$ cat config.mk
export PLATFORM = sky130hd
export DESIGN_NAME = e203_tcm_icb2sram_flat
export DESIGN_NICKNAME = d
export VERILOG_FILES = /design/src/rtl/e203_tcm_pkg.sv /design/src/rtl/e203_tcm_icb2sram_if.sv /design/src/rtl/e203_tcm_rsp_fifo.sv /design/src/rtl/e203_tcm_icb2sram.sv /design/src/flat_wrapper.sv
export SDC_FILE = /design/constraint.sdc
export NUM_CORES = 1
export LEC_CHECK = 0
export ABC_CLOCK_PERIOD_IN_PS = 3250
export BUFFER_PORTS_ARGS = -buffer_cell sky130_fd_sc_hd__buf_2
export CORE_MARGIN = 2
export CORE_UTILIZATION = 35
export DETAILED_ROUTE_END_ITERATION = 7
export GPL_ROUTABILITY_DRIVEN = 0
export PLACE_DENSITY_LB_ADDON = 0.08
export SLEW_MARGIN = 10
export SYNTH_ARGS = -nofsm -noshare
export SYNTH_HDL_FRONTEND = slang
export SYNTH_SLANG_ARGS = --single-unit
export TNS_END_PERCENT = 50
$ cat constraint.sdc
create_clock -name clk -period 3.25 [get_ports clk]
set_input_delay 0.8125 -clock clk [delete_from_list [all_inputs] [get_ports clk]]
set_output_delay 0.8125 -clock clk [all_outputs]
set_load 0.02 [all_outputs]
$ cat src/rtl/e203_tcm_pkg.sv
// Shared constants and types for the TCM ICB-to-SRAM controllers.
package e203_tcm_pkg;

  // Response buffer depth; also the command credit limit.
  localparam int E203_TCM_RSP_DEPTH = 2;
  localparam int E203_TCM_CNT_W     = $clog2(E203_TCM_RSP_DEPTH + 1);

  // Default region bases for the two tightly-coupled memories.
  localparam logic [31:0] E203_ITCM_BASE = 32'h8000_0000;
  localparam logic [31:0] E203_DTCM_BASE = 32'h9000_0000;

  localparam int E203_TCM_DW = 32;

  // One buffered ICB response.
  typedef struct packed {
    logic [E203_TCM_DW-1:0] rdata;
    logic                   err;
  } tcm_rsp_t;

endpackage

$ cat src/rtl/e203_tcm_icb2sram_if.sv
// ICB command/response bundle between the fabric and a TCM controller.
interface e203_tcm_icb2sram_if #(
  parameter int AW = 32,
  parameter int DW = 32,
  parameter int MW = 4
);
  logic          cmd_valid;
  logic          cmd_ready;
  logic [AW-1:0] cmd_addr;
  logic          cmd_read;
  logic [DW-1:0] cmd_wdata;
  logic [MW-1:0] cmd_wmask;
  logic          rsp_valid;
  logic          rsp_ready;
  logic [DW-1:0] rsp_rdata;
  logic          rsp_err;

  modport master (
    output cmd_valid, cmd_addr, cmd_read, cmd_wdata, cmd_wmask, rsp_ready,
    input  cmd_ready, rsp_valid, rsp_rdata, rsp_err
  );

  modport slave (
    input  cmd_valid, cmd_addr, cmd_read, cmd_wdata, cmd_wmask, rsp_ready,
    output cmd_ready, rsp_valid, rsp_rdata, rsp_err
  );
endinterface

$ cat src/rtl/e203_tcm_rsp_fifo.sv
// Small synchronous response FIFO with occupancy count and head output.
module e203_tcm_rsp_fifo
  import e203_tcm_pkg::*;
#(
  parameter int  DEPTH   = E203_TCM_RSP_DEPTH,
  parameter type entry_t = tcm_rsp_t
) (
  input  logic                      clk,
  input  logic                      rst_n,
  input  logic                      push,
  input  entry_t                    push_data,
  input  logic                      pop,
  output entry_t                    head,
  output logic [E203_TCM_CNT_W-1:0] cnt
);

  localparam int PW = (DEPTH > 1) ? $clog2(DEPTH) : 1;
  localparam logic [PW-1:0] LAST = PW'(DEPTH - 1);

  entry_t        mem [DEPTH];
  logic [PW-1:0] rptr, wptr;

  // Pointers and occupancy; a simultaneous push and pop leaves cnt unchanged.
  always_ff @(posedge clk or negedge rst_n) begin
    if (!rst_n) begin
      rptr <= '0;
      wptr <= '0;
      cnt  <= '0;
    end else begin
      if (push) wptr <= (wptr == LAST) ? '0 : wptr + 1'b1;
      if (pop)  rptr <= (rptr == LAST) ? '0 : rptr + 1'b1;
      if (push && !pop)      cnt <= cnt + 1'b1;
      else if (pop && !push) cnt <= cnt - 1'b1;
    end
  end

  // Entry storage needs no reset; cnt qualifies every read.
  always_ff @(posedge clk) begin
    if (push) mem[wptr] <= push_data;
  end

  assign head = mem[rptr];

  // The credit limit upstream must keep us from ever overflowing.
  a_no_overflow: assert property (@(posedge clk) disable iff (!rst_n)
    push |-> (cnt != E203_TCM_CNT_W'(DEPTH)));

endmodule

$ cat src/rtl/e203_tcm_icb2sram.sv
// ICB initiator to single-port TCM SRAM: 1-cycle read latency with
// flow-through response path and a 2-entry buffer behind rsp_ready.
module e203_tcm_icb2sram
  import e203_tcm_pkg::*;
#(
  parameter int          ICB_AW    = 32,
  parameter int          DW        = 32,
  parameter int          MW        = 4,
  parameter int          RAM_AW    = 14,
  parameter logic [31:0] BASE_ADDR = E203_ITCM_BASE
) (
  input  logic                clk,
  input  logic                rst_n,
  e203_tcm_icb2sram_if.slave  icb,
  output logic                ram_cs,
  output logic                ram_we,
  output logic [RAM_AW-1:0]   ram_addr,
  output logic [MW-1:0]       ram_wem,
  output logic [DW-1:0]       ram_din,
  input  logic [DW-1:0]       ram_dout,
  output logic                ram_clk_en
);

  // Byte-offset bits below the word address, then the region tag above it.
  localparam int BW  = $clog2(MW);
  localparam int OFS = RAM_AW + BW;
  localparam int CW  = E203_TCM_CNT_W;
  localparam logic [ICB_AW-1:0] BASE = ICB_AW'(BASE_ADDR);

  typedef struct packed {
    logic [DW-1:0] rdata;
    logic          err;
  } rsp_t;

  logic          pend, pend_err, pend_rd;
  logic [CW-1:0] cnt;
  logic          cmd_hsk, in_rng;
  logic          fifo_empty, push, pop;
  rsp_t          pend_pl, head;

  // Credit check from registers only: pending beat plus buffered beats.
  assign icb.cmd_ready = ((CW+1)'(pend) + (CW+1)'(cnt)) < (CW+1)'(E203_TCM_RSP_DEPTH);
  assign cmd_hsk       = icb.cmd_valid & icb.cmd_ready;
  assign in_rng        = (icb.cmd_addr[ICB_AW-1:OFS] == BASE[ICB_AW-1:OFS]);

  // SRAM pins are driven straight from the accepted command.
  assign ram_cs     = cmd_hsk & in_rng;
  assign ram_we     = ~icb.cmd_read;
  assign ram_addr   = icb.cmd_addr[OFS-1:BW];
  assign ram_wem    = icb.cmd_read ? '0 : icb.cmd_wmask;
  assign ram_din    = icb.cmd_wdata;
  assign ram_clk_en = icb.cmd_valid | pend;

  // Pending stage: one beat waiting for the SRAM's registered dout.
  always_ff @(posedge clk or negedge rst_n) begin
    if (!rst_n) begin
      pend     <= 1'b0;
      pend_err <= 1'b0;
      pend_rd  <= 1'b0;
    end else begin
      pend <= cmd_hsk;
      if (cmd_hsk) begin
        pend_err <= ~in_rng;
        pend_rd  <= icb.cmd_read;
      end
    end
  end

  // Only in-range reads return SRAM data; writes and errors return zero.
  assign pend_pl.rdata = (pend_rd & ~pend_err) ? ram_dout : '0;
  assign pend_pl.err   = pend_err;

  // Older buffered beats go first; the pending beat bypasses only when empty.
  assign fifo_empty    = (cnt == '0);
  assign push          = pend & (~fifo_empty | ~icb.rsp_ready);
  assign pop           = ~fifo_empty & icb.rsp_ready;
  assign icb.rsp_valid = ~fifo_empty | pend;
  assign icb.rsp_rdata = fifo_empty ? pend_pl.rdata : head.rdata;
  assign icb.rsp_err   = fifo_empty ? pend_pl.err   : head.err;

  e203_tcm_rsp_fifo #(
    .DEPTH   (E203_TCM_RSP_DEPTH),
    .entry_t (rsp_t)
  ) u_rsp_fifo (
    .clk       (clk),
    .rst_n     (rst_n),
    .push      (push),
    .push_data (pend_pl),
    .pop       (pop),
    .head      (head),
    .cnt       (cnt)
  );

endmodule

$ cat src/flat_wrapper.sv
// flat-port wrapper written by rule: the top's interface ports become plain ports
module e203_tcm_icb2sram_flat import e203_tcm_pkg::*;
#(
  parameter int          ICB_AW    = 32,
  parameter int          DW        = 32,
  parameter int          MW        = 4,
  parameter int          RAM_AW    = 14,
  parameter logic [31:0] BASE_ADDR = E203_ITCM_BASE
)
  (clk, rst_n, ram_cs, ram_we, ram_addr, ram_wem, ram_din, ram_dout, ram_clk_en, icb_cmd_valid, icb_cmd_addr, icb_cmd_read, icb_cmd_wdata, icb_cmd_wmask, icb_rsp_ready, icb_cmd_ready, icb_rsp_valid, icb_rsp_rdata, icb_rsp_err);
  e203_tcm_icb2sram_if #(.AW(32), .DW(DW), .MW(MW)) icb_i ();
  input  logic clk;
  input  logic rst_n;
  output logic ram_cs;
  output logic ram_we;
  output logic [RAM_AW-1:0] ram_addr;
  output logic [MW-1:0] ram_wem;
  output logic [DW-1:0] ram_din;
  input  logic [DW-1:0] ram_dout;
  output logic ram_clk_en;
  input wire logic [$bits(icb_i.cmd_valid)-1:0] icb_cmd_valid;
  input wire logic [$bits(icb_i.cmd_addr)-1:0] icb_cmd_addr;
  input wire logic [$bits(icb_i.cmd_read)-1:0] icb_cmd_read;
  input wire logic [$bits(icb_i.cmd_wdata)-1:0] icb_cmd_wdata;
  input wire logic [$bits(icb_i.cmd_wmask)-1:0] icb_cmd_wmask;
  input wire logic [$bits(icb_i.rsp_ready)-1:0] icb_rsp_ready;
  output wire logic [$bits(icb_i.cmd_ready)-1:0] icb_cmd_ready;
  output wire logic [$bits(icb_i.rsp_valid)-1:0] icb_rsp_valid;
  output wire logic [$bits(icb_i.rsp_rdata)-1:0] icb_rsp_rdata;
  output wire logic [$bits(icb_i.rsp_err)-1:0] icb_rsp_err;
  assign icb_i.cmd_valid = icb_cmd_valid;
  assign icb_i.cmd_addr = icb_cmd_addr;
  assign icb_i.cmd_read = icb_cmd_read;
  assign icb_i.cmd_wdata = icb_cmd_wdata;
  assign icb_i.cmd_wmask = icb_cmd_wmask;
  assign icb_i.rsp_ready = icb_rsp_ready;
  assign icb_cmd_ready = icb_i.cmd_ready;
  assign icb_rsp_valid = icb_i.rsp_valid;
  assign icb_rsp_rdata = icb_i.rsp_rdata;
  assign icb_rsp_err = icb_i.rsp_err;
  e203_tcm_icb2sram #(.ICB_AW(ICB_AW), .DW(DW), .MW(MW), .RAM_AW(RAM_AW), .BASE_ADDR(BASE_ADDR)) u_core (.clk(clk), .rst_n(rst_n), .icb(icb_i), .ram_cs(ram_cs), .ram_we(ram_we), .ram_addr(ram_addr), .ram_wem(ram_wem), .ram_din(ram_din), .ram_dout(ram_dout), .ram_clk_en(ram_clk_en));
endmodule
==> impl_metrics.prom <==
# TYPE chip_impl_metric gauge
chip_impl_metric{name="layout.nets",unit=""} 464
chip_impl_metric{name="syn-mean-instance-area",unit="um2"} 12.2
chip_impl_metric{name="worst-endpoint-arrival",unit="ns"} 1.77
chip_impl_metric{name="final.hold.worst_slack",unit="ns"} 0.306
chip_impl_metric{name="crit_fanout",unit=""} 22
chip_impl_metric{name="maxCapViolations",unit=""} 0
chip_impl_metric{name="setup-violations-final",unit=""} 0
chip_impl_metric{name="clock_tree.htree_level_count",unit=""} 3
chip_impl_info{name="synth.largest_area_cell",value="sky130_fd_sc_hd__edfxtp_1"} 1
chip_impl_metric{name="dr_total_vias",unit=""} 2391
chip_impl_metric{name="fmax",unit="MHz"} 387
chip_impl_metric{name="clkLatencyLatePin",unit="ns"} 0.33
chip_impl_metric{name="relative_contribution_of_sequential_cells_to_total_power",unit="%"} 38.3
chip_impl_metric{name="drc",unit=""} 0
chip_impl_metric{name="dpl_worst_slack",unit="ns"} 0.785
chip_impl_metric{name="tns",unit="ns"} 0
chip_impl_metric{name="dr.first_iter.drc_count",unit=""} 127
chip_impl_info{name="layout_common_cells",value="sky130_fd_sc_hd__buf_2 (98), sky130_fd_sc_hd__edfxtp_1 (66), sky130_fd_sc_hd__mux2i_1 (34), sky130_fd_sc_hd__o21ai_0 (34)"} 1
chip_impl_info{name="worst_hold_path_type",value="in2async"} 1
chip_impl_metric{name="detail_route.wirelength",unit="um"} 7350
chip_impl_metric{name="clkPwrFrac",unit="%"} 20.7
chip_impl_metric{name="int_power",unit="W"} 0.00224
chip_impl_info{name="worst_setup_path_start_kind",value="flip-flop"} 1
chip_impl_metric{name="postSynthRegisterBits",unit=""} 73
chip_impl_metric{name="placement.io_buffers",unit=""} 98
chip_impl_metric{name="worst_setup_hold_path_clk_slew",unit="ns"} 0.07
chip_impl_info{name="root_buffer",value="sky130_fd_sc_hd__clkbuf_8"} 1
chip_impl_metric{name="grt_pass1_vias",unit=""} 2406
chip_impl_metric{name="std_cell_rows",unit=""} 37
chip_impl_info{name="grt_setup_unrepaired",value="no"} 1
chip_impl_metric{name="core_region_area",unit="mm2"} 0.0103
chip_impl_metric{name="power_density",unit="mW/mm2"} 855
chip_impl_metric{name="pin_count",unit=""} 193
chip_impl_metric{name="cell_area_after_technology_mapping",unit="mm2"} 0.00372
chip_impl_metric{name="net-switching-power",unit="W"} 0.00140
chip_impl_metric{name="dieArea",unit="mm2"} 0.0115
chip_impl_metric{name="layout_min_cycle_time",unit="ns"} 2.58
chip_impl_info{name="layout.cells.most_common",value="sky130_fd_sc_hd__buf_2"} 1
chip_impl_metric{name="timing.slew.headroom",unit="%"} 72.6
chip_impl_metric{name="slew_violations",unit=""} 0
chip_impl_info{name="outcome",value="finished, final reports clean"} 1
chip_impl_metric{name="grt_pass1_wl",unit="um"} 11700
chip_impl_metric{name="cts-root-to-sink-buffers",unit=""} 2
chip_impl_metric{name="dieHeight",unit="um"} 107
chip_impl_metric{name="drive_above_1_share",unit="%"} 36.8
chip_impl_metric{name="vdd_ir_drop_max",unit="V"} 0.000290
chip_impl_metric{name="max_slew.worst_pin.slew",unit="ns"} 0.411
chip_impl_metric{name="finalHoldViolCount",unit=""} 0
chip_impl_metric{name="die_x",unit="um"} 107
chip_impl_metric{name="critical-path-max-stage-delay",unit="ns"} 0.63
chip_impl_metric{name="critical_path_rt",unit="ns"} 2.44
chip_impl_info{name="synth_top_cells_by_area",value="sky130_fd_sc_hd__edfxtp_1 (53%), sky130_fd_sc_hd__buf_4 (10%), sky130_fd_sc_hd__mux2i_1 (9.1%), sky130_fd_sc_hd__and2_1 (5.4%), sky130_fd_sc_hd__dfrtp_1 (4.7%)"} 1
chip_impl_metric{name="post_cts_resize_count",unit=""} 0
chip_impl_metric{name="netlist-cell-type-count",unit=""} 32
chip_impl_metric{name="postSynthCellCount",unit=""} 305
chip_impl_metric{name="overflow",unit=""} 0
chip_impl_metric{name="initial_core_util",unit="%"} 36.1
chip_impl_metric{name="setup_slack",unit="ns"} 0.667
chip_impl_metric{name="p_leak",unit="nW"} 1.72
chip_impl_info{name="timing.critical_path.to_type",value="primary output"} 1
chip_impl_info{name="cts_tree",value="built"} 1
chip_impl_info{name="crit_path_top_delay_cell",value="sky130_fd_sc_hd__dfrtp_2"} 1
chip_impl_metric{name="synth.yosys.seq_area_share",unit="%"} 57.9
chip_impl_metric{name="detail_route.wl_per_cell",unit="um"} 14.7
chip_impl_metric{name="net_switching_fraction_of_the_power",unit="%"} 38.5
chip_impl_metric{name="ant_nets",unit=""} 0
chip_impl_metric{name="proportion_of_netlist_area_held_by_the_largest_area_contributor",unit="%"} 53.2
chip_impl_metric{name="drt_pre_antenna_iters",unit=""} 4
chip_impl_info{name="crit_chain",value="buf_12 -> mux2i_1 -> o21ai_0 -> buf_2"} 1
chip_impl_metric{name="synthesis_warnings",unit=""} 0
chip_impl_metric{name="skew",unit="ns"} 0.00543
chip_impl_metric{name="fin_crit_sh",unit="%"} 79.5
chip_impl_metric{name="route.detailed.vias_per_inst",unit=""} 4.78
chip_impl_metric{name="global_route.usage.total",unit="%"} 13.3
chip_impl_info{name="crit_path_kind",value="reg2out"} 1
chip_impl_metric{name="clkSinkCount",unit=""} 73
chip_impl_metric{name="antenna_cells",unit=""} 0
chip_impl_metric{name="cts_post_setup_buffers_inserted",unit=""} 0
chip_impl_metric{name="layout-area-overhead-vs-synth",unit="%"} 14.5
chip_impl_metric{name="number_of_antenna_violations_at_the_first_check_in_global_routing",unit=""} 0
chip_impl_metric{name="grt_start_max_net_pins",unit=""} 65
chip_impl_metric{name="cts_buffers",unit=""} 9
chip_impl_metric{name="detailed_place_hpwl",unit="um"} 4770
chip_impl_metric{name="comb_power_share",unit="%"} 40.9
chip_impl_metric{name="cts_hold_buf",unit=""} 0
chip_impl_metric{name="r2r_slack",unit="ns"} 1.43
chip_impl_metric{name="syn_nets",unit=""} 410
[metrics by stage]
step | total power (W) | cell area (um2) | instances | util (%)
detailed placement | 0.00294 | 4050 | 484 | 39.2
floorplan | 0.00252 | 3720 | 305 | -
CTS | 0.00371 | 4260 | 500 | 41.3
global route | 0.00388 | 4260 | 500 | 41.3
finish | 0.00364 | 4260 | 500 | 41.3
global placement | 0.00293 | 4050 | 484 | 39.2
[cell usage after synthesis (all sizes together)]
cell type,instances
edfxtp,66
buf,57
mux2i,34
o21ai,34
and2,32
nand3,32
clkbuf,7
dfrtp,7
nor2b,6
nor2,5
a21oi,3
inv,3
nand2,3
nor4,3
mux2,2
nand2b,2
xnor2,2
a21bo,1
and3b,1
nand4,1
nor3,1
nor4b,1
or2,1
or3,1
[worst paths after layout]
check | to | start | cells after the start
setup reg to reg | u_core.u_rsp_fifo.mem[0][12] | u_core.u_rsp_fifo.cnt[1] | 5
hold / removal | u_core.pend | rst_n | 1
min in group clk | u_core.pend_rd | u_core.pend_rd | 1
setup / recovery | icb_rsp_rdata[4] | u_core.u_rsp_fifo.rptr | 4
hold reg to reg | u_core.pend_rd | u_core.pend_rd | 1
max in group asynchronous | u_core.u_rsp_fifo.rptr | rst_n | 1
[worst max-delay path: cells and delay by family, from the launching register on]
| family | cells | cell delay (ns) |
|---|---|---|
| DFF | 1 | 0.63 |
| buffers and inverters | 2 | 0.47 |
| AOI/OAI and AO/OA | 1 | 0.22 |
| muxes | 1 | 0.10 |
[state kept, by name (all words and copies together) (netlist names)]
| signal | cells |
|---|---|
| u_core.u_rsp_fifo.mem | 66 |
| u_core.pend | 1 |
| u_core.u_rsp_fifo.rptr | 1 |
| u_core.u_rsp_fifo.cnt | 2 |
| u_core.pend_err | 1 |
| u_core.u_rsp_fifo.wptr | 1 |
| u_core.pend_rd | 1 |
[cell type report]
class	instances	area (um2)
clock buffers	11	131
clock inverters	5	80.1
fillers	1023	6060
inverters	3	11.3
multi-input cells	165	1130
flip-flops and latches	73	2160
well taps	136	170
repair buffers	107	583
[cell families (layout without fill, tap and decap cells)]
kind of cell / Yosys count / in the layout / synth area share, %
buffers and inverters: 67 / 126 / 12.5
xor gates and xnor gates: 2 / 2 / 0.672
and+or+nand+nor: 89 / 89 / 13.6
muxes: 36 / 36 / 9.75
AOI/OAI and AO/OA: 38 / 38 / 5.51
DFF: 73 / 73 / 57.9
[layer usage]
layer | global-route usage, % | part of all wire (%) | routed length [um]
met1 | 16.6 | 44 | 3240
met4 | 6.31 | 1.4 | 105
met3 | 4.26 | 7.9 | 584
met5 | 0 | 0 | 0
met2 | 20.9 | 46 | 3410
[power groups by stage]
stage,clock network [W],registers [W],logic [W]
after floorplan,0,0.00136,0.00116
after global placement,0,0.00142,0.00151
after detailed placement,0,0.00142,0.00152
after CTS,0.000778,0.00140,0.00153
after global routing,0.000819,0.00143,0.00163
final,0.000754,0.00140,0.00149
(Power assumes the default switching activity.)
